### src/rtl/ps2_pkg.sv
`timescale 1ns/1ps
`default_nettype none
// ============================================================================
//  Module      : ps2_pkg
//  Description : Shared types and constants for the PS/2 keyboard receiver:
//                receive FSM state encoding, frame geometry, scan-code type
//                and the frame integrity check.
//  Revision    : 1.0 - initial release
// ============================================================================
package ps2_pkg;

  // Full frame on the wire: start, 8 data, parity, stop.
  localparam int PS2_FRAME_BITS = 11;

  // Bits captured after the start bit (data, parity, stop).
  localparam int PS2_SAMPLE_BITS = PS2_FRAME_BITS - 1;

  typedef logic [7:0] scan_code_t;

  typedef enum logic [1:0] {
    IDLE = 2'd0,
    RECV = 2'd1,
    DONE = 2'd2
  } ps2_state_t;

  // Captured bits are {stop, parity, data[7:0]}; a frame is good when the
  // data plus parity has an odd number of ones and the stop bit is high.
  function automatic logic frame_ok(input logic [PS2_SAMPLE_BITS-1:0] bits);
    return (^bits[PS2_SAMPLE_BITS-2:0]) & bits[PS2_SAMPLE_BITS-1];
  endfunction

endpackage
`default_nettype wire

### src/rtl/ps2_fifo.sv
`timescale 1ns/1ps
`default_nettype none
// ============================================================================
//  Module      : ps2_fifo
//  Description : Scan-code FIFO with extra-MSB pointers. The head entry is
//                held in a register so it stays stable (and keeps its last
//                value) when the FIFO runs empty. A push while full is only
//                accepted when a pop happens in the same cycle.
//  Revision    : 1.0 - initial release
// ============================================================================
module ps2_fifo
  import ps2_pkg::*;
#(
  parameter int DEPTH = 8
) (
  input  logic       clk,
  input  logic       rst,
  input  logic       push,
  input  logic [7:0] din,
  input  logic       pop,
  output logic [7:0] dout,
  output logic       full,
  output logic       empty
);

  localparam int AW = $clog2(DEPTH);
  localparam int PW = AW + 1;

  logic [PW-1:0] wr_ptr;
  logic [PW-1:0] rd_ptr;
  logic [PW-1:0] rd_ptr_nxt;
  logic [PW-1:0] count;
  scan_code_t    mem [DEPTH];
  scan_code_t    head;
  logic          do_pop;
  logic          do_push;

  assign empty      = (wr_ptr == rd_ptr);
  assign full       = (wr_ptr[AW] != rd_ptr[AW]) &&
                      (wr_ptr[AW-1:0] == rd_ptr[AW-1:0]);
  assign count      = wr_ptr - rd_ptr;
  assign rd_ptr_nxt = rd_ptr + PW'(1);

  // A pop frees a slot in the same cycle, so a full FIFO still takes a
  // push that coincides with a pop.
  assign do_pop  = pop && !empty;
  assign do_push = push && (!full || do_pop);
  assign dout    = head;

  // Pointer update; both wrap naturally through the extra MSB.
  always_ff @(posedge clk or posedge rst) begin
    if (rst) begin
      wr_ptr <= '0;
      rd_ptr <= '0;
    end else begin
      if (do_push) wr_ptr <= wr_ptr + PW'(1);
      if (do_pop)  rd_ptr <= rd_ptr_nxt;
    end
  end

  // Storage array write.
  always_ff @(posedge clk) begin
    if (do_push) mem[wr_ptr[AW-1:0]] <= din;
  end

  // Head register: follows the next entry on a pop, takes the incoming byte
  // when it becomes the new head, otherwise holds.
  always_ff @(posedge clk or posedge rst) begin
    if (rst) begin
      head <= '0;
    end else if (do_pop) begin
      if (count != PW'(1)) begin
        head <= mem[rd_ptr_nxt[AW-1:0]];
      end else if (do_push) begin
        head <= din;
      end
    end else if (empty && do_push) begin
      head <= din;
    end
  end

endmodule
`default_nettype wire

### src/rtl/ps2_keyboard_rx.sv
`timescale 1ns/1ps
`default_nettype none
// ============================================================================
//  Module      : ps2_keyboard_rx
//  Description : PS/2 keyboard receiver. Synchronizes the keyboard clock and
//                data pins, samples data on each ps2_clk falling edge, checks
//                parity and stop bit, and queues good scan codes in a FIFO
//                with a valid/ready read port. Stalled frames are aborted
//                after TIMEOUT_CYC clk cycles without a falling edge.
//  Revision    : 1.0 - initial release
// ============================================================================
module ps2_keyboard_rx
  import ps2_pkg::*;
#(
  parameter int FIFO_DEPTH  = 8,
  parameter int TIMEOUT_CYC = 50000
) (
  input  logic       clk,
  input  logic       rst,
  input  logic       ps2_clk,
  input  logic       ps2_data,
  output logic [7:0] data_o,
  output logic       valid_o,
  input  logic       ready_i,
  output logic       overflow_o,
  output logic       frame_err_o
);

  localparam int         TW       = $clog2(TIMEOUT_CYC + 1);
  localparam logic [3:0] LAST_BIT = 4'(PS2_SAMPLE_BITS - 1);

  // Synchronizers and edge detector
  logic clk_meta;
  logic clk_sync;
  logic clk_prev;
  logic dat_meta;
  logic dat_sync;
  logic fall;

  // Receive FSM and datapath
  ps2_state_t                 state;
  ps2_state_t                 state_nxt;
  logic [3:0]                 bit_cnt;
  logic [PS2_SAMPLE_BITS-1:0] shreg;
  logic [TW-1:0]              tmo_cnt;
  logic                       tmo_hit;
  logic                       push;
  logic                       frame_bad;
  logic                       abort;

  // FIFO interface
  logic fifo_full;
  logic fifo_empty;
  logic pop;

  // Two-flop synchronizers on both pins plus a third ps2_clk flop for edges.
  // Idle-high pins, so the chain resets to 1 and no edge is seen on release.
  always_ff @(posedge clk or posedge rst) begin
    if (rst) begin
      clk_meta <= 1'b1;
      clk_sync <= 1'b1;
      clk_prev <= 1'b1;
      dat_meta <= 1'b1;
      dat_sync <= 1'b1;
    end else begin
      clk_meta <= ps2_clk;
      clk_sync <= clk_meta;
      clk_prev <= clk_sync;
      dat_meta <= ps2_data;
      dat_sync <= dat_meta;
    end
  end

  assign fall    = clk_prev && !clk_sync;
  assign tmo_hit = (tmo_cnt == TW'(TIMEOUT_CYC - 1));

  // FSM state register.
  always_ff @(posedge clk or posedge rst) begin
    if (rst) state <= IDLE;
    else     state <= state_nxt;
  end

  // Next-state logic plus push / discard decisions for the finished frame.
  always_comb begin
    state_nxt = state;
    push      = 1'b0;
    frame_bad = 1'b0;
    abort     = 1'b0;
    case (state)
      IDLE: begin
        if (fall && !dat_sync) state_nxt = RECV;
      end
      RECV: begin
        if (fall) begin
          if (bit_cnt == LAST_BIT) state_nxt = DONE;
        end else if (tmo_hit) begin
          state_nxt = IDLE;
          abort     = 1'b1;
        end
      end
      DONE: begin
        state_nxt = IDLE;
        if (frame_ok(shreg)) push      = 1'b1;
        else                 frame_bad = 1'b1;
      end
      default: state_nxt = IDLE;
    endcase
  end

  // Bit capture, bit counter and inter-edge timeout counter.
  always_ff @(posedge clk or posedge rst) begin
    if (rst) begin
      bit_cnt <= '0;
      shreg   <= '0;
      tmo_cnt <= '0;
    end else begin
      case (state)
        RECV: begin
          if (fall) begin
            // LSB-first on the wire: shift in from the top so the data byte
            // ends up in shreg[7:0] after the stop bit.
            shreg   <= {dat_sync, shreg[PS2_SAMPLE_BITS-1:1]};
            bit_cnt <= bit_cnt + 4'd1;
            tmo_cnt <= '0;
          end else if (tmo_hit) begin
            bit_cnt <= '0;
            tmo_cnt <= '0;
          end else begin
            tmo_cnt <= tmo_cnt + TW'(1);
          end
        end
        default: begin
          bit_cnt <= '0;
          tmo_cnt <= '0;
        end
      endcase
    end
  end

  assign valid_o = !fifo_empty;
  assign pop     = valid_o && ready_i;

  // Error pulse for discarded frames and sticky overflow for dropped bytes.
  always_ff @(posedge clk or posedge rst) begin
    if (rst) begin
      frame_err_o <= 1'b0;
      overflow_o  <= 1'b0;
    end else begin
      frame_err_o <= frame_bad || abort;
      if (push && fifo_full && !pop) overflow_o <= 1'b1;
    end
  end

  ps2_fifo #(
    .DEPTH (FIFO_DEPTH)
  ) u_fifo (
    .clk   (clk),
    .rst   (rst),
    .push  (push),
    .din   (shreg[7:0]),
    .pop   (pop),
    .dout  (data_o),
    .full  (fifo_full),
    .empty (fifo_empty)
  );

endmodule
`default_nettype wire

### config.mk
export PLATFORM = sky130hd
export DESIGN_NAME = ps2_keyboard_rx
export DESIGN_NICKNAME = d
export VERILOG_FILES = /design/src/rtl/ps2_pkg.sv /design/src/rtl/ps2_fifo.sv /design/src/rtl/ps2_keyboard_rx.sv
export SDC_FILE = /design/constraint.sdc
export NUM_CORES = 1
export LEC_CHECK = 0
export CAP_MARGIN = 5
export CORE_MARGIN = 2
export CORE_UTILIZATION = 52
export CTS_BUF_LIST = sky130_fd_sc_hd__clkbuf_8
export CTS_CLUSTER_SIZE = 25
export DETAILED_ROUTE_END_ITERATION = 6
export GPL_TIMING_DRIVEN = 0
export PLACE_DENSITY_LB_ADDON = 0.25
export SYNTH_ARGS = -nofsm -noshare
export SYNTH_HDL_FRONTEND = slang
export SYNTH_SLANG_ARGS = --single-unit
### constraint.sdc
create_clock -name clk -period 3.5 [get_ports clk]
set_input_delay 0.7 -clock clk [delete_from_list [all_inputs] [get_ports clk]]
set_output_delay 0.7 -clock clk [all_outputs]
set_load 0.01 [all_outputs]
Yosys cells after proc, flatten, opt, wreduce, memory -nomap -nowiden --
Memories as Yosys holds them, arrays and structs flattened. Index checks and enable logic that the tools add are counted. W data, S select, Z words.
Storage, ports and cells: register bits after elaboration 55, memory bits (writable) 64, input bits 5, output and inout bits 11, memories 1
Operators by class: add/sub/neg operators 5, equal/unequal tests 12, muxes and demuxes 24, bitwise operators 1, reductions and logical operators 22
Memories:
- u_fifo.mem | depth 8, width 8, rd ports 1, clocked after memory_dff 0, write ports 1, line ps2_fifo.sv:33 | scan_code_t mem [DEPTH];
Operator list (count):
- $mux W16 | 3
- $mux W8 | 4
- $add A16 B1 Y16 const B | 1
- $eq A16 B16 Y1 const B | 1
- $add A4 B1 Y4 const B | 3
- $mux W4 | 3
- $logic_and A1 B1 Y1 | 9
- $mux W1 | 9
- $ne A3 B3 Y1 const B | 3
- $reduce_xor A9 Y1 | 1
- $mux W2 | 4
- $logic_not A1 Y1 | 5
- $eq A4 B4 Y1 | 1
- $eq A4 B4 Y1 const B | 1
- $ne A4 B1 Y1 const B | 1
- $pmux W2 S2 | 1
- $reduce_and A2 Y1 | 2
- $sub A4 B4 Y4 | 1
- $eq A3 B3 Y1 | 1
- $reduce_and A3 Y1 | 1
- $eq A2 B1 Y1 const B | 1
- $eq A2 B2 Y1 const B | 1
- $logic_not A2 Y1 | 1
- $logic_or A1 B1 Y1 | 2
- other kinds (4) | 4

Depth between registers and ports, before layout --
Gate-level depths: netlist of the first run.
depth after elaboration 9, mapped depth 10

By module --
From an unflattened synthesis of the first run, not the netlist that was laid out.
Unflattened totals: cells, all modules 428, area, all modules 5522.8 um^2
Modules (own cells, without submodules):
- ps2_fifo | instances 1, cells an instance 250, area each 3732.3 um^2
- ps2_keyboard_rx | instances 1, cells an instance 178, area each 1790.5 um^2

Least setup slack after synthesis of the first run --
Ideal clock, no wire load.
kind reg-to-reg, from reg u_fifo.wr_ptr[0], to mem u_fifo.mem[0][0] (netlist name), enable pin, setup time 395 ps, data arrival time 2608 ps, data required time 3105 ps, setup slack 497 ps, stages on the path, launching flop included 9, path buffers 2, clock period less this slack 3003 ps, path through dfrtp_1 -> clkbuf_1 -> inv_1 -> ha_1 -> and3_1 -> nor3b_1 -> or3_1 -> buf_6 -> nor4_1
On the way: word-level cells in the longest chain between the ends 8, elaborated cells on any way between the ends 11, classes of those cells 2 x eq/ne; 2 x mux; 7 x reduce/logical
Ends and longest elaborated chain:
- from (decl) | line ps2_fifo.sv:29 | logic [PW-1:0] wr_ptr;
- from (signal assigned) | line ps2_fifo.sv:56 | if (do_push) wr_ptr <= wr_ptr + PW'(1);
- $eq A4 B4 Y1 | line ps2_fifo.sv:38 | assign empty = (wr_ptr == rd_ptr);
- $logic_not A1 Y1 | line ps2_fifo.sv:46, ps2_keyboard_rx.sv:140
- $logic_and A1 B1 Y1 | line ps2_keyboard_rx.sv:141 | assign pop = valid_o && ready_i;
- $logic_and A1 B1 Y1 | line ps2_fifo.sv:46 | assign do_pop = pop && !empty;
- $logic_or A1 B1 Y1 | line ps2_fifo.sv:47 | assign do_push = push && (!full || do_pop);
- $logic_and A1 B1 Y1 | line ps2_fifo.sv:47
- $mux W1 | line ps2_fifo.sv:63 | if (do_push) mem[wr_ptr[AW-1:0]] <= din;
- $mux W1 (implied by the code) | line ps2_fifo.sv:63
- to (decl) | line ps2_fifo.sv:33
Parallel ways exist; a longest one is shown, timed or not.

Final worst setup path of the first run --
from reg u_fifo.wr_ptr[0], to out valid_o
On the way: word-level cells in the longest chain between the ends 2
Ends and longest elaborated chain:
- $eq A4 B4 Y1 | line ps2_fifo.sv:38
- $logic_not A1 Y1 | line ps2_keyboard_rx.sv:140 | assign valid_o = !fifo_empty;
- to (decl) | line ps2_keyboard_rx.sv:23 | output logic valid_o,
Every way passes these cells.

==> flow_metrics.py, run 1 <==
metrics = {
    "yosys": {
        "syn-num-nets": 352,
        "syn_avg_cell_area_um2": 15.0,
        "ys_seq_elements": 119,
        "synth-warning-count": 0,
        "synth_top_area_share_pct": 38.0,
        "netlist_area_um2": 5060,
        "synthFlopType": "edfxtp_1",
        "synth_cell_types": 44,
        "ys_seq_area_share_pct": 65.3,
        "yosysTopAreaCell": "edfxtp_1",
        "yosys-top-cells-area": "edfxtp_1, dfrtp_1, mux4_2, dfstp_2, xnor2_1",
        "synth_edf_count": 64,
        "synthArstFlopShare_pct": 46.2,
        "postSynthCellCount": 338,
    },
    "critical_path": {
        "r2r_slack_ns": 0.35,
        "cp.required_ns": 2.80,
        "cp-start-kind": "flip-flop",
        "crit_fanout": 7,
        "worstSetupPathType": "reg2out",
        "cp.arrival_ns": 2.51,
        "r2r_cells": 9,
        "critPathMaxStageDelay_ns": 0.53,
        "crit_start": "u_fifo.wr_ptr[0]$_DFFE_PP0P_",
        "crit_family": "buffers and inverters",
        "timing.critical_path.buf_inv": 3,
        "endpoint_kind": "output port",
        "r2r_end": "u_fifo.mem[4][3]$_DFFE_PP_",
        "reg2reg_from": "u_fifo.wr_ptr[0]$_DFFE_PP0P_",
        "cp_cell_sequence": "clkbuf_1, inv_1, ha_1, and3_1, nand2_1, clkdlybuf4s50_1",
        "crit_slowest_cell": "clkdlybuf4s50_1",
    },
    "floorplan": {
        "start_util_pct": 52.8,
        "dieWidth_um": 103,
        "design.die.area_um2": 10500,
        "row_count": 36,
        "die_y_um": 103,
        "pin_count": 16,
        "core_area_um2": 9590,
    },
    "sta": {
        "hold_viol_final": 0,
        "worst_pin_slew_ns": 1.07,
        "fin_crit_sh_pct": 91.6,
        "hold_ws_ns": 0.356,
        "layout_setup_ws_ns": 0.293,
        "slew_viol_final": 0,
        "rsz0062_at_grt": "no",
        "skew_ns": 0.00735,
        "fmax_mhz": 312,
        "relSlewSlack_pct": 28.4,
        "min_period_ns": 3.21,
        "setup_violations": 0,
    },
    "routing": {
        "drtAntennaViolNets": 0,
        "post_drt_via_cell_ratio": 5.58,
        "firstDrtPassIters": 4,
        "wire_per_inst_um": 17.6,
        "top_layer_used": "met4",
        "via_count": 2939,
        "drc_errors": 0,
        "met2_length_mm": 4.70,
        "wirelength_mm": 9.26,
        "dr.first_iter.drc_count": 114,
        "wl_met1_mm": 4.08,
        "met3_length_um": 359,
    },
    "cells_and_area": {
        "stdcell_area_um2": 5970,
        "register_area_um2": 3300,
        "drive_gt1_share_pct": 22.6,
        "multi_input_area_um2": 1700,
        "nFillCells": 726,
        "n_antenna_cell": 0,
        "syn_to_final_growth_pct": 18.0,
        "stdcell_count": 527,
        "nets": 395,
    },
    "job": {
        "maxCapViolCount": 0,
    },
    "grt": {
        "antenna_found_initial": 0,
        "overflow": 0,
        "first_global_vias": 3042,
        "gr-usage-all-layers_pct": 20.0,
        "grt_pass1_wl_mm": 15.4,
        "grt_max_degree": 44,
    },
    "clock_tree": {
        "cts_inserted_buffers": 17,
        "htree_levels": 4,
        "clk_path_buf_depth": 2,
        "tritoncts": "done",
        "postCtsSetupBuffers": 0,
        "clock-sinks": 119,
        "postCtsHoldBufs": 0,
        "cts.repair.resized": 0,
        "path_clk_slew_ns": 0.07,
        "clkLatencyLatePin_ns": 0.41,
        "cts-root-buf": "clkbuf_8",
    },
    "place": {
        "placedCellCount": 495,
        "dpl_worst_slack_ns": 0.260,
        "hpwl_mm": 6.30,
        "numPortBuffers": 15,
        "dpl_cell_area_um2": 5510,
        "gp_congestion": 0.831,
    },
    "power": {
        "powerDensity_nw_per_um2": 675,
        "ir_worst_vdd_uv": 401,
        "p_leak_nw": 2.27,
    },
    "status": {
        "status": "complete, no violations",
    },
    "worst_hold_path": {
        "whs_endpoint": "clk_sync$_DFF_PP1_",
        "hold_start": "clk_meta$_DFF_PP1_",
        "hold_depth": 0,
        "min_path_type": "reg2reg",
    },
}
-- routing by layer --
| layer | GRT usage, % | vias up |
|---|---|---|
| met5 | 0 | - |
| met4 | 6.56 | 0 |
| met3 | 5.56 | 13 |
| met2 | 33.5 | 61 |
| met1 | 25.3 | 1505 |
| li1 | - | 1360 |
-- report_power, final --
part | switching [W] | internal, W | total, W
sequential | 0.0000822 | 0.00157 | 0.00165
combinational | 0.000506 | 0.000457 | 0.000963
clock | 0.000533 | 0.000883 | 0.00142
total | 0.00112 | 0.00291 | 0.00403
-- worst max-delay path by stage --
| stage | to | slack, ns | cells after the start |
|---|---|---|---|
| floorplan | u_fifo.mem[0][0]$_DFFE_PP_ | 0.50 | 8 |
| global placement | u_fifo.mem[4][2]$_DFFE_PP_ | -0.38 | 6 |
| detailed placement | u_fifo.dout[7]$_DFFE_PP0P_ | 0.26 | 10 |
| CTS | u_fifo.dout[7]$_DFFE_PP0P_ | 0.23 | 10 |
| global route | u_fifo.dout[6]$_DFFE_PP0P_ | 0.09 | 10 |
| finish | valid_o | 0.29 | 6 |
-- state kept, by name, summed over array words and instances, names as in the netlist, 2 cells and up --
| register | flops |
|---|---|
| u_fifo.wr_ptr | 4 |
| tmo_cnt | 16 |
| bit_cnt | 4 |
| u_fifo.dout | 8 |
| shreg | 10 |
| u_fifo.rd_ptr | 4 |
| u_fifo.mem | 64 |
| state | 2 |
-- final cells by class --
cell class	instances	area share, %
inverter	11	0.691
buffer	14	1.11
timing repair buffer	24	3.85
tap	133	2.79
clock buffer	19	4.38
sequential	119	55.3
clock inverter	13	3.33
multi-input combinational	194	28.5
-- logic make-up (layout without fill, tap and decap cells) --
family / after synthesis / after routing / synth area share (%)
compound gates: 34 / 34 / 4.92
buf+inv: 25 / 81 / 2.13
simple gates: 86 / 86 / 8.63
fa+ha+maj: 9 / 9 / 2.37
xor+xnor: 30 / 30 / 5.46
mux: 35 / 35 / 11.2
flops: 119 / 119 / 65.3
-- cells in the mapped netlist (all sizes together) (3+ instances only) --
cell / count
edfxtp: 64
dfrtp: 50
nor2: 23
nand2: 20
mux4: 16
xnor2: 15
xor2: 14
inv: 11
mux2: 10
mux2i: 9
clkbuf: 8
ha: 8
nand3: 8
nor4: 8
o221ai: 8
o311ai: 8
and3: 6
buf: 6
o21ai: 6
dfstp: 5
a21oi: 4
nand3b: 3
nand4: 3
nor3: 3
-- placed cells by master (no fill, tap or decap), types with 3 or more instances in the layout --
master / netlist / final
a21oi_1: 4 / 4
and3_1: 6 / 6
buf_2: 4 / 4
buf_4: 0 / 8
bufinv_16: 0 / 5
clkbuf_1: 7 / 7
clkbuf_8: 0 / 19
clkdlybuf4s50_1: 0 / 15
dfrtp_1: 50 / 50
dfstp_2: 5 / 5
edfxtp_1: 64 / 64
ha_1: 8 / 8
inv_1: 11 / 11
inv_4: 0 / 3
mux2_2: 9 / 9
mux2i_1: 9 / 9
mux4_2: 16 / 16
nand2_1: 20 / 20
nand3_1: 8 / 8
nand3b_1: 3 / 3
nand4_1: 3 / 3
nor2_1: 23 / 23
nor3_1: 3 / 3
nor4_2: 0 / 8
o21ai_0: 6 / 6
o221ai_1: 8 / 8
o311ai_0: 8 / 8
xnor2_1: 15 / 15
xor2_1: 14 / 14
-- metrics by stage --
stage / total power, W / setup TNS (ns) / util, %
2_1_floorplan: 0.00234 / 0 / -
3_3_place_gp: 0.00263 / -18.41 / 56.1
3_5_place_dp: 0.00265 / 0 / 57.4
4_1_cts: 0.00407 / 0 / 62.2
5_1_grt: 0.00422 / 0 / 62.3
6_report: 0.00403 / 0 / 62.3
Power figures use the tool's default switching activity.
==> run 2: changes to the inputs <==
--- a/config.mk
+++ b/config.mk
@@ -6,8 +6,10 @@
 export NUM_CORES = 1
 export LEC_CHECK = 0
 export CAP_MARGIN = 5
+export CELL_PAD_IN_SITES_DETAIL_PLACEMENT = 1
+export CELL_PAD_IN_SITES_GLOBAL_PLACEMENT = 2
 export CORE_MARGIN = 2
-export CORE_UTILIZATION = 52
+export CORE_UTILIZATION = 47
 export CTS_BUF_LIST = sky130_fd_sc_hd__clkbuf_8
 export CTS_CLUSTER_SIZE = 25
 export DETAILED_ROUTE_END_ITERATION = 6
==> run 2 against run 1 <==
  * Cell count grew 0.57%
  * First-iteration DRC count increased by 21%
  * Worst setup slack lost 0.025 ns
  * Non-clock buffer count stayed put
  * Sequential power about the same
  * Power increased by 1.3%
  * Routed wire length increased by 11%
  * Global-route usage increased by 0.35 points
  * Critical path depth is the same
  * Clock power about the same
  * Die area rose by 10%
  * Sequential share of layout area decreased by 0.10 points
  * Critical endpoint unchanged
==> flow_metrics.py, run 2 (synthesis gave the netlist of run 1 again) <==
metrics = {
    "routing": {
        "wire_per_inst_um": 19.4,
        "dr.first_iter.drc_count": 138,
        "drtAntennaViolNets": 0,
        "via_count": 2924,
        "wirelength_mm": 10.3,
        "drc_errors": 0,
        "firstDrtPassIters": 4,
        "post_drt_via_cell_ratio": 5.52,
    },
    "cells_and_area": {
        "stdcell_area_um2": 5980,
        "largest_reg_flops": 64,
        "syn_to_final_growth_pct": 18.2,
        "nets": 395,
        "nFillCells": 1004,
        "final_common_cell": "edfxtp_1",
        "layout_common_cells": "edfxtp_1, dfrtp_1, nor2_1, nand2_1, clkbuf_8",
        "n_antenna_cell": 0,
        "drive_gt1_share_pct": 22.3,
        "register_area_um2": 3300,
        "multi_input_area_um2": 1700,
    },
    "power": {
        "power_w": 0.00408,
        "ir_worst_vdd_uv": 391,
        "p_leak_nw": 2.26,
        "powerDensity_nw_per_um2": 682,
    },
    "place": {
        "gp_congestion": 0.731,
        "dpl_cell_area_um2": 5510,
        "hpwl_mm": 7.03,
        "numPortBuffers": 15,
    },
    "clock_tree": {
        "cts-root-buf": "clkbuf_8",
        "clock-sinks": 119,
        "postCtsHoldBufs": 0,
        "cts_inserted_buffers": 17,
        "postCtsSetupBuffers": 0,
        "tritoncts": "done",
        "path_clk_slew_ns": 0.07,
        "clk_path_buf_depth": 2,
        "cts.repair.resized": 0,
        "htree_levels": 4,
        "clkLatencyLatePin_ns": 0.43,
    },
    "floorplan": {
        "pin_count": 16,
        "dieWidth_um": 108,
        "design.die.area_um2": 11600,
        "start_util_pct": 48.8,
        "core_area_um2": 10400,
        "die_y_um": 108,
        "row_count": 37,
    },
    "grt": {
        "first_global_vias": 3275,
        "overflow": 0,
        "antenna_found_initial": 0,
        "gr-usage-all-layers_pct": 20.3,
        "grt_pass1_wl_mm": 17.2,
        "grt_max_degree": 40,
    },
    "critical_path": {
        "r2r_slack_ns": 0.40,
        "cp-start-kind": "flip-flop",
        "cp.required_ns": 2.80,
        "worstSetupPathType": "reg2out",
        "r2r_cells": 10,
        "endpoint_kind": "output port",
        "cp.arrival_ns": 2.53,
        "reg2reg_from": "u_fifo.wr_ptr[0]$_DFFE_PP0P_",
        "crit_fanout": 7,
        "r2r_end": "u_fifo.dout[4]$_DFFE_PP0P_",
    },
    "sta": {
        "fin_crit_sh_pct": 92.3,
        "worst_pin_slew_ns": 1.12,
        "fmax_mhz": 309,
        "min_period_ns": 3.23,
        "skew_ns": 0.00898,
        "hold_viol_final": 0,
        "relSlewSlack_pct": 25.1,
        "slew_viol_final": 0,
        "rsz0062_at_grt": "no",
        "setup_violations": 0,
    },
    "status": {
        "status": "complete, no violations",
    },
    "job": {
        "maxCapViolCount": 0,
    },
    "worst_hold_path": {
        "min_path_type": "reg2reg",
        "whs_endpoint": "clk_sync$_DFF_PP1_",
        "hold_depth": 0,
        "hold_start": "clk_meta$_DFF_PP1_",
    },
}
==> run 2: cell types whose count changed in the layout (fill, tap and decap cells not counted), sizes merged <==
cell,delta
inv,-3
clkbuf,-2
clkinv,+2
clkinvlp,+2
bufinv,+1
==> run 2: stage by stage <==
stage / TNS [ns] / util [%] / cells / hold WS, ns / setup WS [ns]
3_5_place_dp: 0 / 53.1 / 498 / 0.348 / 0.271
4_1_cts: 0 / 57.7 / 530 / 0.359 / 0.195
2_1_floorplan: 0 / - / 338 / 0.345 / 0.497
3_3_place_gp: -22.09 / 51.9 / 489 / 0.346 / -0.413
6_report: 0 / 57.7 / 530 / 0.357 / 0.268
5_1_grt: 0 / 57.7 / 530 / 0.360 / 0.123
==> run 2: area by class of cell <==
class                      instances  area share (%)
sequential                       119            55.2
multi-input combinational        194            28.5
clock buffer                      17            3.91
clock inverter                    15            3.91
timing repair buffer              24            3.85
tap                              136            2.84
buffer                            14            1.11
inverter                          11           0.690
==> run 2: worst max-delay path by stage <==
stage                            startpoint                          to  slack (ns)  depth (start not counted)
2_1_floorplan  u_fifo.wr_ptr[0]$_DFFE_PP0P_  u_fifo.mem[0][0]$_DFFE_PP_        0.50                          8
3_3_place_gp           shreg[3]$_DFFE_PP0P_  u_fifo.mem[4][3]$_DFFE_PP_       -0.41                          6
3_5_place_dp   u_fifo.wr_ptr[0]$_DFFE_PP0P_  u_fifo.dout[4]$_DFFE_PP0P_        0.27                         10
4_1_cts        u_fifo.wr_ptr[0]$_DFFE_PP0P_  u_fifo.dout[4]$_DFFE_PP0P_        0.19                         10
5_1_grt        u_fifo.wr_ptr[0]$_DFFE_PP0P_  u_fifo.dout[4]$_DFFE_PP0P_        0.12                         10
6_report       u_fifo.wr_ptr[0]$_DFFE_PP0P_                     valid_o        0.27                          6
==> run 2: critical path: stages (launching register included) <==
cell	delay [ns]
dfrtp_1	0.35
clkbuf_1	0.37
inv_1	0.21
ha_1	0.33
and3_1	0.23
nand2_1	0.08
clkdlybuf4s50_1	0.53
==> run 2: per-layer routing <==
layer,part of all wire (%),global-route usage [%],up-vias
met2,53,34.5,41
met1,43,24.6,1508
met4,1.2,7.14,0
met3,2.7,6.11,14
li1,-,-,1361
met5,0,0,-
==> run 2: power by group <==
part | leakage, nW | internal, W | switching, W
clock network | 0.230 | 0.000910 | 0.000540
registers | 1.30 | 0.00157 | 0.0000818
logic | 0.728 | 0.000457 | 0.000523
total | 2.26 | 0.00294 | 0.00114
